### config.mk
export PLATFORM = sky130hd
export DESIGN_NAME = mips_multicycle_control
export DESIGN_NICKNAME = d
export VERILOG_FILES = /design/src/rtl/mips_multicycle_control.sv
export SDC_FILE = /design/constraint.sdc
export NUM_CORES = 1
export LEC_CHECK = 0
export CAP_MARGIN = 20
export CORE_MARGIN = 2
export CORE_UTILIZATION = 35
export CTS_CLUSTER_DIAMETER = 60
export DETAILED_ROUTE_END_ITERATION = 16
export PLACE_DENSITY_LB_ADDON = 0.3
export SYNTH_ARGS = -nofsm -noshare
export SYNTH_HDL_FRONTEND = slang
export SYNTH_SLANG_ARGS = --single-unit
### constraint.sdc
create_clock -name clock -period 2.45 [get_ports clock]
set_input_delay 0.245 -clock clock [delete_from_list [all_inputs] [get_ports clock]]
set_output_delay 0.245 -clock clock [all_outputs]
set_load 0.005 [all_outputs]
### src/rtl/mips_multicycle_control.sv
// -----------------------------------------------------------------------------
// mips_multicycle_control
//
// Control sequencer for a multi-cycle MIPS datapath. A single ALU and a
// single shared memory port are reused across the cycles of an instruction.
// This FSM decides, every cycle, what the ALU computes, where the memory
// address comes from, and which architectural registers (PC, IR, register
// file) are loaded.
//
// Ports
//   clock          rising-edge clock
//   reset_n        asynchronous active-low reset (forces IDLE, clears count)
//   opcode         instr[31:26] from the instruction register
//   funct          instr[5:0]; consumed by the ALU decoder, not by this FSM
//   zero           ALU result == 0 (branch condition, same-cycle)
//   mem_ready      shared memory completes the current request this cycle
//   mem_read       memory read request
//   mem_write      memory write request
//   iord           address select: 0 = PC, 1 = ALU-out register
//   ir_write       load instruction register
//   pc_write       load PC
//   pc_src         0 = ALU (PC+1), 1 = branch-target register, 2 = jump target
//   reg_write      register-file write enable
//   reg_dst        write address: 0 = rt, 1 = rd
//   mem_to_reg     write data: 0 = ALU-out register, 1 = memory data register
//   alu_src_a      0 = PC, 1 = rs
//   alu_src_b      0 = rt, 1 = constant 1, 2 = extImm
//   alu_sel        0 = add, 1 = by funct, 2 = by opcode, 3 = compare
//   retire         one-cycle pulse on the last cycle of each instruction
//   retired_count  retired-instruction counter, wraps at 2^CNT_W
//   state          current FSM state, for debug
// -----------------------------------------------------------------------------
module mips_multicycle_control #(
    parameter int CNT_W = 32
) (
    input  logic             clock,
    input  logic             reset_n,
    input  logic [5:0]       opcode,
    input  logic [5:0]       funct,
    input  logic             zero,
    input  logic             mem_ready,
    output logic             mem_read,
    output logic             mem_write,
    output logic             iord,
    output logic             ir_write,
    output logic             pc_write,
    output logic [1:0]       pc_src,
    output logic             reg_write,
    output logic             reg_dst,
    output logic             mem_to_reg,
    output logic             alu_src_a,
    output logic [1:0]       alu_src_b,
    output logic [1:0]       alu_sel,
    output logic             retire,
    output logic [CNT_W-1:0] retired_count,
    output logic [3:0]       state
);

    typedef enum logic [3:0] {
        ST_IDLE    = 4'd0,
        ST_FETCH   = 4'd1,
        ST_DECODE  = 4'd2,
        ST_JUMP    = 4'd3,
        ST_BRANCH  = 4'd4,
        ST_ADDR    = 4'd5,
        ST_MEM     = 4'd6,
        ST_LOAD_WB = 4'd7,
        ST_EXEC    = 4'd8,
        ST_ALU_WB  = 4'd9
    } state_t;

    // Encodings of the mux selects, named so the state table reads clearly.
    localparam logic [1:0] PC_ALU    = 2'd0;
    localparam logic [1:0] PC_BRANCH = 2'd1;
    localparam logic [1:0] PC_JUMP   = 2'd2;

    localparam logic [1:0] B_RT      = 2'd0;
    localparam logic [1:0] B_ONE     = 2'd1;
    localparam logic [1:0] B_IMM     = 2'd2;

    localparam logic [1:0] ALU_ADD   = 2'd0;
    localparam logic [1:0] ALU_FUNCT = 2'd1;
    localparam logic [1:0] ALU_OPC   = 2'd2;
    localparam logic [1:0] ALU_CMP   = 2'd3;

    state_t state_q;
    state_t state_d;

    // Armed one edge after reset release. IDLE waits for it, so the first
    // FETCH lands on the second rising edge after reset_n goes high and the
    // datapath gets one clean cycle out of reset before the first request.
    logic run_q;

    // -------------------------------------------------------------------------
    // Instruction class decode (opcode is stable in the IR after FETCH)
    // -------------------------------------------------------------------------
    logic is_r;
    logic is_load;
    logic is_store;
    logic is_br;
    logic is_bne;
    logic is_j;

    assign is_r     = (opcode == 6'b000000);
    assign is_load  = (opcode == 6'b100011) || (opcode == 6'b100100) ||
                      (opcode == 6'b100101) || (opcode == 6'b110000);
    assign is_store = (opcode == 6'b101011) || (opcode == 6'b101001) ||
                      (opcode == 6'b101000);
    assign is_bne   = (opcode == 6'b000101);
    assign is_br    = (opcode == 6'b000100) || is_bne;
    assign is_j     = (opcode == 6'b000010);

    // funct only matters to the ALU decoder downstream (alu_sel = by funct).
    logic unused_funct;
    assign unused_funct = ^funct;

    // -------------------------------------------------------------------------
    // State register and reset-release arming flop
    // -------------------------------------------------------------------------
    // NOTE: sequential state uses non-blocking assignments so every flop
    // samples values from before the edge, independent of block ordering.
    always_ff @(posedge clock or negedge reset_n) begin
        if (!reset_n) begin
            state_q <= ST_IDLE;
            run_q   <= 1'b0;
        end else begin
            state_q <= state_d;
            run_q   <= 1'b1;
        end
    end

    // -------------------------------------------------------------------------
    // Next-state and output decode
    // -------------------------------------------------------------------------
    // NOTE: every output and state_d gets a default before the case, so no
    // path through the block leaves a variable unassigned and no latch forms.
    always_comb begin
        state_d    = state_q;
        mem_read   = 1'b0;
        mem_write  = 1'b0;
        iord       = 1'b0;
        ir_write   = 1'b0;
        pc_write   = 1'b0;
        pc_src     = PC_ALU;
        reg_write  = 1'b0;
        reg_dst    = 1'b0;
        mem_to_reg = 1'b0;
        alu_src_a  = 1'b0;
        alu_src_b  = B_RT;
        alu_sel    = ALU_ADD;
        retire     = 1'b0;

        case (state_q)
            ST_IDLE: begin
                if (run_q) state_d = ST_FETCH;
            end

            ST_FETCH: begin
                // Read at PC while the ALU computes PC+1 in the same cycle.
                mem_read  = 1'b1;
                alu_src_b = B_ONE;
                if (mem_ready) begin
                    ir_write = 1'b1;
                    pc_write = 1'b1;
                    state_d  = ST_DECODE;
                end
            end

            ST_DECODE: begin
                // ALU is otherwise idle: speculatively form PC+1+imm so a
                // branch can use it from the target register next cycle.
                alu_src_b = B_IMM;
                if (is_j)                       state_d = ST_JUMP;
                else if (is_br)                 state_d = ST_BRANCH;
                else if (is_load || is_store)   state_d = ST_ADDR;
                else                            state_d = ST_EXEC;
            end

            ST_JUMP: begin
                pc_write = 1'b1;
                pc_src   = PC_JUMP;
                retire   = 1'b1;
                state_d  = ST_FETCH;
            end

            ST_BRANCH: begin
                // rs - rt drives zero in this very cycle; pc_write follows it
                // combinationally rather than waiting for a registered flag.
                alu_src_a = 1'b1;
                alu_src_b = B_RT;
                alu_sel   = ALU_CMP;
                pc_src    = PC_BRANCH;
                pc_write  = is_bne ? !zero : zero;
                retire    = 1'b1;
                state_d   = ST_FETCH;
            end

            ST_ADDR: begin
                alu_src_a = 1'b1;
                alu_src_b = B_IMM;
                state_d   = ST_MEM;
            end

            ST_MEM: begin
                // Request is a pure function of state and opcode, so it is
                // stable for every wait cycle until mem_ready.
                iord      = 1'b1;
                mem_read  = is_load;
                mem_write = is_store;
                if (mem_ready) begin
                    if (is_load) begin
                        state_d = ST_LOAD_WB;
                    end else begin
                        retire  = is_store;
                        state_d = ST_FETCH;
                    end
                end
            end

            ST_LOAD_WB: begin
                reg_write  = 1'b1;
                reg_dst    = 1'b0;
                mem_to_reg = 1'b1;
                retire     = 1'b1;
                state_d    = ST_FETCH;
            end

            ST_EXEC: begin
                alu_src_a = 1'b1;
                if (is_r) begin
                    alu_src_b = B_RT;
                    alu_sel   = ALU_FUNCT;
                end else begin
                    alu_src_b = B_IMM;
                    alu_sel   = ALU_OPC;
                end
                state_d = ST_ALU_WB;
            end

            ST_ALU_WB: begin
                reg_write  = 1'b1;
                reg_dst    = is_r;
                mem_to_reg = 1'b0;
                retire     = 1'b1;
                state_d    = ST_FETCH;
            end

            // Codes 10..15 are unreachable; fall back to IDLE if one appears.
            default: state_d = ST_IDLE;
        endcase
    end

    // -------------------------------------------------------------------------
    // Retired-instruction counter (wraps naturally at 2^CNT_W)
    // -------------------------------------------------------------------------
    always_ff @(posedge clock or negedge reset_n) begin
        if (!reset_n) begin
            retired_count <= '0;
        end else if (retire) begin
            retired_count <= retired_count + CNT_W'(1);
        end
    end

    assign state = state_q;

endmodule

==> qor.yml, run 1 <==
worst_setup_path:
  worst_endpoint_required_time_ns: 2.20
  worst-r2r-setup-slack_ns: 0.32
  worstSetupStartpointType: "input pin"
  setup.worst_path.end: "mem_read"
  end_kind: "output port"
  origin_of_the_worst_setup_path: "opcode[4]"
  r2r-start: "state[3]$_DFFE_PN0P_"
  worstRegToRegCells: 6
  critPathArrivalTime_ns: 2.12
  timing.rr.end: "retired_count[31]$_DFFE_PN0P_"
  critical_path_peak_fanout: 3
  criticalPathCategory: "in2out"
logic_synthesis:
  synthCells: 235
  netlist_area_sq_mm: 0.00224
  post_synth_num_cell_types: 49
  count_of_yosys_warnings_during_synthesis: 0
  mappedNetlistNets: 252
  ys_ff_latch: 37
  synth_seq_area_share_pct: 41.2
  syn_avg_cell_area_sq_um: 9.55
  synth_edf_count: 0
  synth_flop_cell: "dfrtp_1"
  ys_async_sr_fraction_pct: 100
timing:
  timing.slew.headroom_pct: 45.0
  unrepaired_setup_endpoints_after_global_routing: "no"
  hold_viol: 0
  fmax_mhz: 422
  fin_tns_setup_ns: 0
  finalClockSkew_ns: 0.00487
  max_slew.worst_pin.slew_ns: 0.825
  postLayoutSetupSlackWorst_ns: 0.0822
  final-setup-viol-count: 0
  min_period_ns: 2.37
  timing.final.crit_share_pct: 96.6
  timing.final.max_slew_violations: 0
detailed_routing:
  wire_per_inst_microns: 13.6
  firstDrtPassIters: 4
  post-route-drc-count: 0
  wl_microns: 5350
  ant_nets: 0
  drt_iter0_drc: 84
  vias_per_cell: 5.01
  number_of_vias_in_the_routed_layout: 1967
power:
  power_density_mw_per_mm2: 698
  static-leakage-power_nw: 1.33
  p_total_w: 0.00220
  vdd_drop_max_v: 0.000497
cells_and_area:
  final_cell_mix: "59 x clkdlybuf4s50_1, 37 x dfrtp_1, 20 x nor2_1"
  layout-area-overhead-vs-synth_pct: 40.6
  n_fill_cell: 608
  finalInstanceArea_sq_mm: 0.00316
  mostFrequentLayoutCell: "clkdlybuf4s50_1"
  antenna_cells_inserted: 0
  design.final.nets: 332
  layout-drive-gt1-share_pct: 14.6
grt:
  grt_start_max_net_pins: 38
  grt_overflow_total: 0
  first_global_vias: 1934
  grt_use_total_pct: 16.0
  grt_pass1_wl_microns: 9270
  antenna_found_initial: 0
floorplanning:
  die_h_microns: 84.1
  die_x_microns: 84.1
  placeableCoreArea_sq_mm: 0.00628
  design.die.area_sq_mm: 0.00707
  fp-row-count: 29
  boundaryPins: 68
  start_util_pct: 35.8
clock_tree:
  clock_insertion_delay_worst_skew_ns: 0.29
  tritoncts_clock_tree: "built"
  count_of_clock_tree_sinks: 37
  clkSlewWorstSetupHoldPaths_ns: 0.07
  cts-root-buf: "clkbuf_8"
  numCtsBuffers: 5
  cts-hold-fix-buffers: 0
  clock_tree.htree_level_count: 2
  clock_path_buffers: 2
hold_path:
  hold_path_class: "in2async"
placement:
  dp_hpwl_microns: 4000
  port_buffers: 61
  place_area_sq_mm: 0.00305
  placer_congestion_estimate: 0.900
  place_worst_setup_slack_ns: -0.0749
flow_run:
  max_cap_violations: 0
outcome:
  outcome: "finished clean"
==> critical path, cell delays in order <==
cell and delay (ns):
clkdlybuf4s50_1 0.47, or3b_4 0.39, a21o_1 0.20, a21oi_2 0.15, nand2_1 0.09, nand2_1 0.07, clkdlybuf4s50_1 0.49
==> logic make-up after synthesis <==
kind of cell | count (synthesis) | synth area share (%)
other | 1 | 0.167
multiplexers | 3 | 1.39
flip-flops | 37 | 41.2
AO/OA/AOI/OAI | 30 | 11.6
adder cells (fa/ha/maj) | 1 | 0.557
XOR/XNOR | 32 | 12.5
AND/OR/NAND/NOR | 110 | 29.0
buffers and inverters | 21 | 3.51
==> where the power goes <==
group	internal, W	switching, W
Sequential	0.000678	0.0000875
Clock	0.000202	0.000203
Combinational	0.000546	0.000486
==> sequential cells by signal (all words and copies together) (netlist names) <==
name,cells
retired_count,32
state,4
run_q,1
==> layout make-up <==
class | count | area [sq um] | area share, %
Multi-Input combinational cell | 177 | 1260 | 39.9
Sequential cell | 37 | 926 | 29.3
Timing Repair Buffer | 78 | 736 | 23.3
Tap cell | 77 | 96.3 | 3.05
Clock buffer | 8 | 80.1 | 2.54
Inverter | 16 | 60.1 | 1.90
==> layer usage <==
| metal | wire length (microns) | track usage (%) | part of all wire [%] | vias up |
|---|---|---|---|---|
| li1 | - | - | - | 986 |
| met1 | 2550 | 22.9 | 48 | 927 |
| met2 | 2540 | 24.7 | 48 | 46 |
| met3 | 189 | 3.17 | 3.5 | 8 |
| met4 | 62 | 4.40 | 1.2 | 0 |
| met5 | 0 | 0 | 0 | - |
==> metrics by stage <==
stage | util (%) | std cells | hold WS (ns)
6_report | 50.3 | 393 | 0.0508
5_1_grt | 50.3 | 393 | 0.118
4_1_cts | 50.0 | 393 | 0.0952
3_5_place_dp | 48.6 | 384 | 0.407
3_3_place_gp | 48.6 | 384 | 0.391
2_1_floorplan | - | 235 | -0.0506
==> Yosys cell counts (3+ instances only) <==
| cell type | count | area [sq um] |
|---|---|---|
| nor3_2 | 5 | 50.1 |
| nand2_1 | 19 | 71.3 |
| a21oi_1 | 4 | 20.0 |
| nand3_1 | 13 | 65.1 |
| nand2b_1 | 4 | 25.0 |
| xnor2_1 | 14 | 123 |
| nand4_1 | 6 | 37.5 |
| and2_1 | 3 | 18.8 |
| nor4_2 | 3 | 37.5 |
| nor3_1 | 14 | 70.1 |
| nor2_1 | 21 | 78.8 |
| nor4_1 | 5 | 31.3 |
| o21ai_0 | 6 | 30.0 |
| clkbuf_1 | 4 | 15.0 |
| nor2b_1 | 3 | 18.8 |
| inv_1 | 16 | 60.1 |
| dfrtp_1 | 37 | 926 |
| xor2_1 | 18 | 158 |
==> worst min path at each step <==
stage / start / to / slack (ns) / cells after the start
CTS: reset_n / retired_count[23]$_DFFE_PN0P_ / 0.1 / 1
global placement: reset_n / retired_count[23]$_DFFE_PN0P_ / 0.39 / 1
finish: reset_n / retired_count[23]$_DFFE_PN0P_ / 0.05 / 1
floorplan: reset_n / retired_count[0]$_DFFE_PN0P_ / -0.05 / 0
global route: reset_n / retired_count[9]$_DFFE_PN0P_ / 0.12 / 1
detailed placement: reset_n / retired_count[23]$_DFFE_PN0P_ / 0.41 / 1
==> timing repair <==
action | CTS | global route
endpoints found under the setup margin | 2 | 3
gates resized for setup | 2 | 4
pin swaps | 1 | 2
setup buffers | 1 | 0
Note: power is estimated with default switching activity, not from simulation.
==> run 2, diff against run 1 <==
Settings changed: GPL_ROUTABILITY_DRIVEN set to 0.
==> results of run 2 <==
Same layout as run 1: the final DEF is identical, and so are final timing and power.
==> run 3, diff against run 2 <==
Settings changed: CELL_PAD_IN_SITES_DETAIL_PLACEMENT set to 1, CELL_PAD_IN_SITES_GLOBAL_PLACEMENT set to 2, CORE_UTILIZATION 35 to 28, GPL_TIMING_DRIVEN set to 0.
==> qor.yml, run 3 (synthesis results as in run 1) <==
power:
  p_total_w: 0.00233
  static-leakage-power_nw: 1.34
  vdd_drop_max_v: 0.000282
  power_density_mw_per_mm2: 738
clock_tree:
  cts-root-buf: "clkbuf_8"
  tritoncts_clock_tree: "built"
  clock_path_buffers: 2
  clkSlewWorstSetupHoldPaths_ns: 0.08
  numCtsBuffers: 5
  clock_tree.htree_level_count: 2
  cts-hold-fix-buffers: 0
  clock_insertion_delay_worst_skew_ns: 0.29
  count_of_clock_tree_sinks: 37
floorplanning:
  start_util_pct: 29.0
  boundaryPins: 68
  design.die.area_sq_mm: 0.00875
  fp-row-count: 32
  die_h_microns: 93.5
  placeableCoreArea_sq_mm: 0.00773
  die_x_microns: 93.5
timing:
  postLayoutSetupSlackWorst_ns: 0.0961
  timing.final.crit_share_pct: 96.1
  finalClockSkew_ns: 0.00822
  fmax_mhz: 425
  min_period_ns: 2.35
  fin_tns_setup_ns: 0
  final-setup-viol-count: 0
  max_slew.worst_pin.slew_ns: 0.818
  timing.final.max_slew_violations: 0
  timing.slew.headroom_pct: 45.4
  hold_viol: 0
  unrepaired_setup_endpoints_after_global_routing: "no"
grt:
  grt_overflow_total: 0
  grt_use_total_pct: 15.0
  grt_start_max_net_pins: 38
  grt_pass1_wl_microns: 10500
  antenna_found_initial: 0
  first_global_vias: 2098
outcome:
  outcome: "finished clean"
cells_and_area:
  antenna_cells_inserted: 0
  layout-area-overhead-vs-synth_pct: 40.6
  registers.top_by_ff_count: "retired_count"
  multi_input_comb_area_sq_mm: 0.00126
  n_fill_cell: 863
  mostFrequentLayoutCell: "clkdlybuf4s50_1"
  final_cell_mix: "53 x clkdlybuf4s50_1, 34 x dfrtp_1, 19 x nor2_1, 19 x nand2_1, 18 x xor2_1"
  core_utilization_of_the_finished_layout_pct: 40.9
  design.final.nets: 322
  layout-drive-gt1-share_pct: 14.7
  instances_no_fill: 408
  area.sequential_sq_um: 930
  largest_reg_flops: 32
worst_setup_path:
  criticalPathCategory: "reg2out"
  path_cells: "or4b_4, o211ai_4, nor2_2, inv_1, clkdlybuf4s50_1"
  worst_endpoint_required_time_ns: 2.20
  end_kind: "output port"
  critPathSlowestCell: "or4b_4"
  cp_slowest_stage_delay_ns: 0.58
  critical_path_peak_fanout: 9
  critPathArrivalTime_ns: 2.11
  worst-r2r-setup-slack_ns: 0.28
  worstSetupStartpointType: "flip-flop"
detailed_routing:
  wl_microns: 6020
  drt_iter0_drc: 48
  ant_nets: 0
  post-route-drc-count: 0
  firstDrtPassIters: 4
  wire_per_inst_microns: 14.8
  vias_per_cell: 4.80
  number_of_vias_in_the_routed_layout: 1958
placement:
  dp.cells: 397
  dp_hpwl_microns: 4550
  port_buffers: 60
  place_worst_setup_slack_ns: -0.193
flow_run:
  max_cap_violations: 0
hold_path:
  hold_path_class: "in2async"
-- run 3: cell types whose count changed in the layout (fill, tap and decap cells not counted), sizes merged, moves of 3 or more --
cell | previous run | this run
dlymetal6s2s | 1 | 5
clkbuf | 8 | 11
clkdlybuf4s50 | 59 | 53
buf | 18 | 4
-- run 3: area by class of cell --
type | instances | share of cell area [%]
inverters | 16 | 1.90
flip-flops and latches | 37 | 29.4
plain buffers | 5 | 0.793
repair buffers | 63 | 19.9
clock buffers | 6 | 2.62
multi-input cells | 177 | 40.1
clock inverters | 2 | 1.19
well taps | 102 | 4.04
-- run 3: worst paths after layout --
path / start / end / depth (start not counted)
worst max-delay path: state[1]$_DFFE_PN0P_ / retire / 5
worst min-delay path: reset_n / retired_count[22]$_DFFE_PN0P_ / 1
worst max register to register: state[1]$_DFFE_PN0P_ / retired_count[31]$_DFFE_PN0P_ / 6
worst min register to register: retired_count[31]$_DFFE_PN0P_ / retired_count[31]$_DFFE_PN0P_ / 1
max in group asynchronous: reset_n / state[3]$_DFFE_PN0P_ / 1
min in group clock: mem_ready / state[1]$_DFFE_PN0P_ / 3
-- run 3: what timing repair did --
action                                  in CTS  in global routing
resized for setup                            8                 15
buffers inserted                             3                  0
endpoints found under the setup margin       6                  9
pin swaps                                    1                  0
-- run 3: power breakdown --
part,total (W),internal [W],switching (W)
Clock,0.000549,0.000331,0.000218
Sequential,0.000808,0.000681,0.000127
Combinational,0.000974,0.000503,0.000470
-- run 3: layer usage --
metal | GRT usage [%] | wire [microns] | vias to the layer above
li1 | - | - | 967
met1 | 21.8 | 3000 | 949
met2 | 22.9 | 2720 | 36
met3 | 2.90 | 235 | 6
met4 | 3.62 | 66 | 0
met5 | 0 | 0 | -
-- run 3: worst max-delay path, delay by kind of cell (launching register included) --
family          cells  cell delay [ns]
flops               1             0.47
buf+inv             2             0.57
simple gates        2             0.67
compound gates      1             0.11
-- run 3: per-stage QoR --
| step | hold WS [ns] | area, sq um |
|---|---|---|
| floorplan | -0.0506 | 2240 |
| global placement | 0.460 | 2970 |
| detailed placement | 0.397 | 2970 |
| CTS | 0.0822 | 3130 |
| global route | 0.136 | 3160 |
| finish | 0.0458 | 3160 |
